File: src/rtl/muldiv_pkg.sv
// ============================================================================
// muldiv_pkg : shared op and FSM state encodings for the multiply/divide unit
// Rev 1.0
// ============================================================================
`default_nettype none

package muldiv_pkg;

   typedef enum logic [1:0] {
      OP_MULT  = 2'b00,
      OP_MULTU = 2'b01,
      OP_DIV   = 2'b10,
      OP_DIVU  = 2'b11
   } op_e;

   typedef enum logic [1:0] {
      ST_IDLE   = 2'b00,
      ST_RUN    = 2'b01,
      ST_FINISH = 2'b10
   } state_e;

   localparam logic [5:0] C_STEP_LAST = 6'd31;

   // Signed ops are MULT and DIV (op[0] clear); op[1] selects divide.
   function automatic logic op_is_signed(input logic [1:0] op);
      return ~op[0];
   endfunction

   function automatic logic op_is_div(input logic [1:0] op);
      return op[1];
   endfunction

endpackage

`default_nettype wire

File: src/rtl/muldiv_unit.sv
// ============================================================================
// muldiv_unit : iterative 32-step MULT/MULTU/DIV/DIVU with HI/LO registers
// Rev 1.0
// ============================================================================
`default_nettype none

module muldiv_unit
   import muldiv_pkg::*;
#(
   parameter int WIDTH = 32
) (
   input  logic             clk,
   input  logic             rst,
   input  logic             start,
   input  logic [1:0]       op,
   input  logic [WIDTH-1:0] regSource,
   input  logic [WIDTH-1:0] regTarget,
   input  logic             hiWrite,
   input  logic             loWrite,
   input  logic [WIDTH-1:0] writeData,
   output logic             busy,
   output logic             done,
   output logic             divByZero,
   output logic [WIDTH-1:0] hi,
   output logic [WIDTH-1:0] lo
);

   state_e               r_state;
   logic [5:0]           r_count;
   logic [2*WIDTH-1:0]   r_acc;
   logic [WIDTH-1:0]     r_b;
   logic                 r_is_div;
   logic                 r_neg_q;
   logic                 r_neg_r;
   logic                 r_dbz_pend;
   logic                 r_busy;
   logic                 r_done;
   logic                 r_dbz;
   logic [WIDTH-1:0]     r_hi;
   logic [WIDTH-1:0]     r_lo;

   logic                 w_a_neg;
   logic                 w_b_neg;
   logic [WIDTH-1:0]     w_a_mag;
   logic [WIDTH-1:0]     w_b_mag;
   logic [WIDTH:0]       w_add;
   logic [2*WIDTH-1:0]   w_mul_next;
   logic [WIDTH:0]       w_rem_sh;
   logic                 w_ge;
   logic [WIDTH-1:0]     w_sub;
   logic [2*WIDTH-1:0]   w_div_next;
   logic [2*WIDTH-1:0]   w_prod;
   logic [WIDTH-1:0]     w_quo;
   logic [WIDTH-1:0]     w_rem;
   logic [WIDTH-1:0]     w_hi_res;
   logic [WIDTH-1:0]     w_lo_res;

   always_comb begin
      w_a_neg = op_is_signed(op) & regSource[WIDTH-1];
      w_b_neg = op_is_signed(op) & regTarget[WIDTH-1];
      w_a_mag = w_a_neg ? (~regSource + 1'b1) : regSource;
      w_b_mag = w_b_neg ? (~regTarget + 1'b1) : regTarget;
   end

   // Multiply: add multiplicand into the upper half when LSB is set, then shift right.
   always_comb begin
      w_add      = {1'b0, r_acc[2*WIDTH-1:WIDTH]} + (r_acc[0] ? {1'b0, r_b} : '0);
      w_mul_next = {w_add, r_acc[WIDTH-1:1]};
   end

   // Divide: shift left one bit into the remainder, subtract divisor if it fits.
   always_comb begin
      w_rem_sh = r_acc[2*WIDTH-1:WIDTH-1];
      w_ge     = (w_rem_sh >= {1'b0, r_b});
      w_sub    = w_rem_sh[WIDTH-1:0] - r_b;
      if (w_ge) begin
         w_div_next = {w_sub, r_acc[WIDTH-2:0], 1'b1};
      end else begin
         w_div_next = {w_rem_sh[WIDTH-1:0], r_acc[WIDTH-2:0], 1'b0};
      end
   end

   always_comb begin
      w_prod = r_neg_q ? (~r_acc + 1'b1) : r_acc;
      w_quo  = r_neg_q ? (~r_acc[WIDTH-1:0] + 1'b1) : r_acc[WIDTH-1:0];
      w_rem  = r_neg_r ? (~r_acc[2*WIDTH-1:WIDTH] + 1'b1) : r_acc[2*WIDTH-1:WIDTH];
      if (r_is_div) begin
         w_hi_res = w_rem;
         w_lo_res = w_quo;
      end else begin
         w_hi_res = w_prod[2*WIDTH-1:WIDTH];
         w_lo_res = w_prod[WIDTH-1:0];
      end
   end

   always_ff @(posedge clk or posedge rst) begin
      if (rst) begin
         r_state    <= ST_IDLE;
         r_count    <= '0;
         r_acc      <= '0;
         r_b        <= '0;
         r_is_div   <= 1'b0;
         r_neg_q    <= 1'b0;
         r_neg_r    <= 1'b0;
         r_dbz_pend <= 1'b0;
         r_busy     <= 1'b0;
         r_done     <= 1'b0;
         r_dbz      <= 1'b0;
         r_hi       <= '0;
         r_lo       <= '0;
      end else begin
         r_done <= 1'b0;
         r_dbz  <= 1'b0;
         case (r_state)
            ST_IDLE: begin
               if (start) begin
                  r_busy   <= 1'b1;
                  r_count  <= '0;
                  r_is_div <= op_is_div(op);
                  r_neg_q  <= w_a_neg ^ w_b_neg;
                  r_neg_r  <= w_a_neg;
                  r_b      <= op_is_div(op) ? w_b_mag : w_a_mag;
                  r_acc    <= {{WIDTH{1'b0}}, (op_is_div(op) ? w_a_mag : w_b_mag)};
                  if (op_is_div(op) && (regTarget == '0)) begin
                     r_dbz_pend <= 1'b1;
                     r_state    <= ST_FINISH;
                  end else begin
                     r_dbz_pend <= 1'b0;
                     r_state    <= ST_RUN;
                  end
               end else begin
                  if (hiWrite) r_hi <= writeData;
                  if (loWrite) r_lo <= writeData;
               end
            end
            ST_RUN: begin
               r_acc <= r_is_div ? w_div_next : w_mul_next;
               if (r_count == C_STEP_LAST) begin
                  r_state <= ST_FINISH;
               end else begin
                  r_count <= r_count + 6'd1;
               end
            end
            ST_FINISH: begin
               r_done  <= 1'b1;
               r_busy  <= 1'b0;
               r_state <= ST_IDLE;
               if (r_dbz_pend) begin
                  r_dbz <= 1'b1;
               end else begin
                  r_hi <= w_hi_res;
                  r_lo <= w_lo_res;
               end
            end
            default: begin
               r_state <= ST_IDLE;
               r_busy  <= 1'b0;
            end
         endcase
      end
   end

   assign busy      = r_busy;
   assign done      = r_done;
   assign divByZero = r_dbz;
   assign hi        = r_hi;
   assign lo        = r_lo;

endmodule

`default_nettype wire

File: config.mk
export PLATFORM = sky130hd
export DESIGN_NAME = muldiv_unit
export DESIGN_NICKNAME = d
export VERILOG_FILES = /design/src/rtl/muldiv_pkg.sv /design/src/rtl/muldiv_unit.sv
export SDC_FILE = /design/constraint.sdc
export NUM_CORES = 1
export LEC_CHECK = 0
export CAP_MARGIN = 5
export CORE_MARGIN = 2
export CORE_UTILIZATION = 45
export CTS_CLUSTER_SIZE = 25
export DETAILED_ROUTE_END_ITERATION = 12
export GPL_TIMING_DRIVEN = 0
export PLACE_DENSITY_LB_ADDON = 0.08
export SLEW_MARGIN = 20
export SYNTH_ARGS = -nofsm -noshare
export SYNTH_HDL_FRONTEND = slang
export SYNTH_SLANG_ARGS = --single-unit
File: constraint.sdc
create_clock -name clk -period 8.25 [get_ports clk]
set_input_delay 1.65 -clock clk [delete_from_list [all_inputs] [get_ports clk]]
set_output_delay 1.65 -clock clk [all_outputs]
set_load 0.03 [all_outputs]
; ---- Word level (Yosys, flattened, before mapping)
; Cells that the tools add are included.
[totals]
output_inout_bits = 67
register_bits = 175
n_memories = 0
latchBits = 0
romBits = 0
inputBits = 103
ram_bits = 0
[op_classes]
order_cmp = 1
shifts = 0
addsub = 8
mul = 0
n_eq_ne = 10
n_mux = 35
bitwise = 10
n_reduce_logical = 12
div = 0
[ops]
columns = operator, n
row1 = 2-to-1 mux 32 bit, 15
row2 = 2-to-1 mux 64 bit, 4
row3 = "adder 32 x 1 -> 32 bit, second input constant", 4
row4 = NOT 32 bit, 4
row5 = one-hot mux 32 bit (2 select lines), 2
row6 = one-hot mux 64 bit (2 select lines), 1
row7 = "adder 64 x 1 -> 64 bit, second input constant", 1
row8 = NOT 64 bit, 1
row9 = adder 32 x 32 -> 33 bit, 1
row10 = >= comparator 33 x 32 -> 1 bit, 1
row11 = zero test 32 bit, 1
row12 = subtractor 32 bit, 1
row13 = "inequality test 2 bit, second input constant", 7
row14 = 2-to-1 mux 6 bit, 2
row15 = one-hot mux 6 bit (2 select lines), 1
row16 = AND reduction 2 bit, 4
row17 = AND reduction 4 bit, 2
row18 = "adder 6 x 1 -> 6 bit, second input constant", 1
row19 = "== test 6 x 5 -> 1 bit, second input constant", 1
row20 = 2-to-1 mux 2 bit, 3
row21 = 2-to-1 mux 1 bit, 5
row22 = one-hot mux 2 bit (2 select lines), 1
row23 = nonzero test 2 bit, 2
row24 = AND reduction 3 bit, 1
row25 = 8 further kinds, 10

; ---- Depth between registers and ports, before layout
[logic_depth]
word_depth = 6
depth_mapped = 15

; ---- Worst setup path before layout
; No wires, ideal clock.
[synth_path]
path_type = input -> register
startpoint = input regTarget[5]
endpoint = register r_acc[30]
path_slack_ns = 4.209
required_ns = 8.114
setup_time_ns = 0.136
stages = 9
arrival_ns = 3.905
path_cell_list = or4_1 > clkbuf_1 > nor4_2 > nand2_1 > nor4_1 > a21oi_1 > xor2_1 > a211oi_1 > o22ai_1
[synth_via]
elab_chain_cells = 6
[synth_lines]
columns = element, line
row1 = "start, declared", muldiv_unit.sv:17  ; input logic [WIDTH-1:0] regTarget,
row2 = NOT 32 bit, muldiv_unit.sv:62  ; w_b_mag = w_b_neg ? (~regTarget + 1'b1) : regTarget;
row3 = adder 32 x 1 -> 32 bit, muldiv_unit.sv:62
row4 = 2-to-1 mux 32 bit, muldiv_unit.sv:62
row5 = 2-to-1 mux 32 bit, muldiv_unit.sv:123  ; r_acc <= {{WIDTH{1'b0}}, (op_is_div(op) ? w_a_mag : w_b_mag)};
row6 = 2-to-1 mux 64 bit, muldiv_unit.sv:116  ; if (start) begin
row7 = one-hot mux 64 bit (2 select lines), muldiv_unit.sv:114  ; case (r_state)
row8 = "end signal, assigned", muldiv_unit.sv:123
row9 = "end signal, assigned", muldiv_unit.sv:137  ; r_acc <= r_is_div ? w_div_next : w_mul_next;
row10 = "end, declared", muldiv_unit.sv:30  ; logic [2*WIDTH-1:0] r_acc;
; No other way between the ends. The select of a mux whose other input is x is not followed.
; A chain may end at the register's enable or synchronous reset.

; ---- Worst setup path in the final report
[layout_path]
startpoint = input regSource[3]
endpoint = register r_acc[30]
[layout_via]
elab_chain_cells = 6
[layout_lines]
columns = element, line
row1 = "start, declared", muldiv_unit.sv:16  ; input logic [WIDTH-1:0] regSource,
row2 = NOT 32 bit, muldiv_unit.sv:61  ; w_a_mag = w_a_neg ? (~regSource + 1'b1) : regSource;
row3 = adder 32 x 1 -> 32 bit, muldiv_unit.sv:61
row4 = 2-to-1 mux 32 bit, muldiv_unit.sv:61
row5 = 2-to-1 mux 32 bit, muldiv_unit.sv:123
row6 = 2-to-1 mux 64 bit, muldiv_unit.sv:116
row7 = one-hot mux 64 bit (2 select lines), muldiv_unit.sv:114
; No other way between the ends. The select of a mux whose other input is x is not followed.

==> parameters.txt <==
Parameter                              Value

Status
  Status    complete, no violations

GRT
  Global route total overflow    0
  Initial antenna violation count    4
  Largest net degree at the start of global routing    89
  First-pass GRT wire length    91.5 mm
  Overall global routing resource usage    0.344
  Via count of the first global-routing pass    14641

Placement
  Post-DP HPWL    48.9 mm
  Port Buffer Count    168
  RePlAce Congestion    0.964
  Cell area reported after detailed placement    0.0174 sq mm

Routing
  Routed wire per std cell    23.6 um
  Via count    15755
  Routed Wire Length    60.8 mm
  DR DRC count    0
  Drt first-iter violations    1797
  Vias/cell    6.12
  Pre-antenna DRT Iters    6
  Number of nets with antenna violations after detailed routing    0

Synthesis
  Post-synthesis async set-or-reset flop share    1.00
  Most frequently used cell type in the post-synthesis netlist    sky130_fd_sc_hd__nand2_1
  Synthesized instance count    1927
  Post-synthesis instance area    0.0151 sq mm
  Syn Nets    2101
  Average footprint of a synthesized cell    7.83 sq um
  Flip-flop cell with the highest count after synthesis    sky130_fd_sc_hd__dfrtp_1
  EDFF count, synth    0
  Number of distinct library cell variants in the gate-level netlist after synthesis    75
  Top cells by count, synth    sky130_fd_sc_hd__nand2_1, sky130_fd_sc_hd__o21ai_0, sky130_fd_sc_hd__dfrtp_1, sky130_fd_sc_hd__nor2_1, sky130_fd_sc_hd__a21oi_1
  Flip-flop and latch count after synthesis    175
  Synth area leader    sky130_fd_sc_hd__dfrtp_1
  Count of yosys warnings during synthesis    0
  Leading post-synthesis cells by cell area    sky130_fd_sc_hd__dfrtp_1, sky130_fd_sc_hd__xnor2_1, sky130_fd_sc_hd__o21ai_0
  Sequential-to-total area share from yosys stat    0.290
  Yosys top cell area share    0.290

STA
  Post-route setup TNS    0 ps
  FMAX    0.206 GHz
  Final worst path period need    4860 ps
  Worst Skew    15.7 ps
  Number of slew-limit violations in the final report    0
  Final count of negative-setup-slack endpoints    0
  Crit share post-route    0.590
  Endpoints failing hold    0
  Rel. slew slack    0.382
  Pin slew with the least headroom to its limit    923 ps
  Unrepaired setup endpoints after global routing    false

Layout
  Total non-filler cell area in the finished layout    0.0179 sq mm
  Total Nets Final    2289
  Fill cell total of the finished layout    3302
  Combined area of the multi-input logic cells    0.00991 sq mm
  Layout overhead on the synthesized area    18.9%
  Fraction of layout instances using a drive strength above 1    0.0390
  Register area    0.00438 sq mm

Min path
  Hold Path Class    flip-flop to flip-flop
  Capture endpoint of the worst hold path    hi[19]$_DFFE_PP0P_
  Launch point of the worst hold path    hi[19]$_DFFE_PP0P_
  Cell count of the worst hold path    2

Worst setup path
  Sort of element at the start of the critical path    input port
  R2r setup slk    3500 ps
  Reg2Reg Capture Point    r_acc[56]$_DFFE_PP0P_
  Category of the critical setup timing path    input port to flip-flop
  Worst r2r path cells    14
  Max FO, Critical Path    6
  CP Data Arrival Time    5180 ps
  Reg2Reg Launch Point    r_acc[0]$_DFFE_PP0P_
  Data required, critical path    8560 ps
  Category of the worst setup path capture point    flip-flop

CTS
  TritonCTS Sinks    175
  CTS Hold Bufs    0
  Post-CTS setup-driven buffer insertion count    0
  Clock insertion delay at the later pin of the skew report    470 ps
  CTS resizes    0
  Largest buffer count on any clock path    2
  Clk Tree Root Cell    sky130_fd_sc_hd__clkbuf_16
  Clock tree from TritonCTS    built
  Number of buffers added by the clock tree synthesis step    17
  H-tree lvl count    4
  Clock transition at the registers of the reported paths    70 ps

Pwr
  IR drop worst, VDD    0.000231 V
  Power per unit of standard cell area    471 mW/mm^2
  Leakage Power    7.43 nW

Die
  Core box area    0.0333 sq mm
  Total I/O pin count    170
  Effective utilization at floorplan    0.453
  Area enclosed by the die boundary    0.0350 sq mm
  Floorplan row count    67
  Chip height    187 um
  Die W    187 um

Flow run
  Max Cap Viol    0
==> cells in the final DEF (no fill, tap or decap), types with 11 or more instances in the layout <==
cell type	n
sky130_fd_sc_hd__nand2_1	199
sky130_fd_sc_hd__o21ai_0	177
sky130_fd_sc_hd__nor2_1	175
sky130_fd_sc_hd__dfrtp_1	175
sky130_fd_sc_hd__clkdlybuf4s50_1	168
sky130_fd_sc_hd__a21oi_1	164
sky130_fd_sc_hd__xnor2_1	115
sky130_fd_sc_hd__clkbuf_1	105
sky130_fd_sc_hd__inv_1	74
sky130_fd_sc_hd__ha_1	69
sky130_fd_sc_hd__xor2_1	62
sky130_fd_sc_hd__a211oi_1	60
sky130_fd_sc_hd__mux2i_1	54
sky130_fd_sc_hd__nor3_1	40
sky130_fd_sc_hd__a21o_1	37
sky130_fd_sc_hd__a31oi_1	35
sky130_fd_sc_hd__nor2b_1	33
sky130_fd_sc_hd__o31ai_1	30
sky130_fd_sc_hd__o211ai_1	27
sky130_fd_sc_hd__nand3_1	27
sky130_fd_sc_hd__nand4_1	19
sky130_fd_sc_hd__clkbuf_16	17
sky130_fd_sc_hd__nand2b_1	16
sky130_fd_sc_hd__or3_1	14
sky130_fd_sc_hd__or4_1	13
sky130_fd_sc_hd__nor4_1	13
sky130_fd_sc_hd__a221oi_1	12
sky130_fd_sc_hd__and3_1	11
sky130_fd_sc_hd__a21boi_0	11
==> registers in the layout (all words and copies together) (netlist names) <==
| name | count |
|---|---|
| r_acc | 64 |
| r_is_div | 1 |
| r_neg_r | 1 |
| lo | 32 |
| r_count | 6 |
| r_b | 32 |
| busy | 1 |
| r_neg_q | 1 |
| done | 1 |
| divByZero | 1 |
| r_state | 2 |
| r_dbz_pend | 1 |
| hi | 32 |
==> routing by layer <==
| metal | share of wire | wire length [um] | GRT usage |
|---|---|---|---|
| met1 | 0.44 | 27000 | 0.484 |
| met2 | 0.42 | 25600 | 0.519 |
| met3 | 0.091 | 5510 | 0.0634 |
| met4 | 0.044 | 2690 | 0.145 |
| met5 | 0.00039 | 24 | 0 |
==> worst max path at each step <==
stage / to / start
2_1_floorplan: busy$_DFFE_PP0P_ / rst
3_3_place_gp: r_acc[48]$_DFFE_PP0P_ / rst
3_5_place_dp: r_acc[30]$_DFFE_PP0P_ / regSource[3]
4_1_cts: r_acc[30]$_DFFE_PP0P_ / regSource[3]
5_1_grt: r_acc[30]$_DFFE_PP0P_ / regSource[3]
6_report: r_acc[30]$_DFFE_PP0P_ / regSource[3]
==> kinds of logic after synthesis <==
| group | Yosys count | synth area share |
|---|---|---|
| and+or+nand+nor | 602 | 0.188 |
| buffers and inverters | 202 | 0.0529 |
| adders and majority gates | 71 | 0.0599 |
| AOI/OAI and AO/OA | 636 | 0.263 |
| xor gates and xnor gates | 177 | 0.103 |
| DFF | 175 | 0.290 |
| muxes | 64 | 0.0433 |
==> critical path, cell delays in order <==
cell	delay (ps)
sky130_fd_sc_hd__clkdlybuf4s50_1	480
sky130_fd_sc_hd__nor4_1	780
sky130_fd_sc_hd__nand4_1	420
sky130_fd_sc_hd__o31ai_1	660
sky130_fd_sc_hd__o21ai_0	220
sky130_fd_sc_hd__xor2_1	190
sky130_fd_sc_hd__and2_1	160
sky130_fd_sc_hd__a211oi_1	450
sky130_fd_sc_hd__o22ai_1	170
==> layout make-up <==
| type | instances | area share |
|---|---|---|
| buffer | 126 | 0.0286 |
| clock buffer | 19 | 0.0247 |
| timing repair buffer | 169 | 0.0953 |
| inverter | 76 | 0.0163 |
| multi-input combinational | 1550 | 0.553 |
| clock inverter | 12 | 0.00691 |
| tap | 448 | 0.0313 |
| sequential | 175 | 0.244 |
| antenna | 1 | 0.000140 |
==> power breakdown <==
| group | switching [mW] | internal, mW | leakage, nW |
|---|---|---|---|
| Combinational | 3.64 | 2.21 | 5.04 |
| Clock | 0.392 | 0.431 | 0.276 |
| Sequential | 0.510 | 1.27 | 2.11 |
| Total | 4.54 | 3.91 | 7.43 |
==> metrics by stage <==
| step | total power, mW | setup WS [ps] | utilization | instances | hold slack [ps] |
|---|---|---|---|---|---|
| after detailed placement | 7.45 | 2960 | 0.522 | 2544 | 471 |
| after CTS | 8.29 | 3420 | 0.539 | 2575 | 488 |
| after floorplan | 5.55 | 1850 | - | 1927 | 450 |
| after global placement | 7.41 | -733 | 0.521 | 2543 | 467 |
| after global routing | 9.00 | 3050 | 0.539 | 2575 | 507 |
| final | 8.45 | 3390 | 0.539 | 2576 | 485 |
Note: power is estimated with default switching activity, not from simulation.
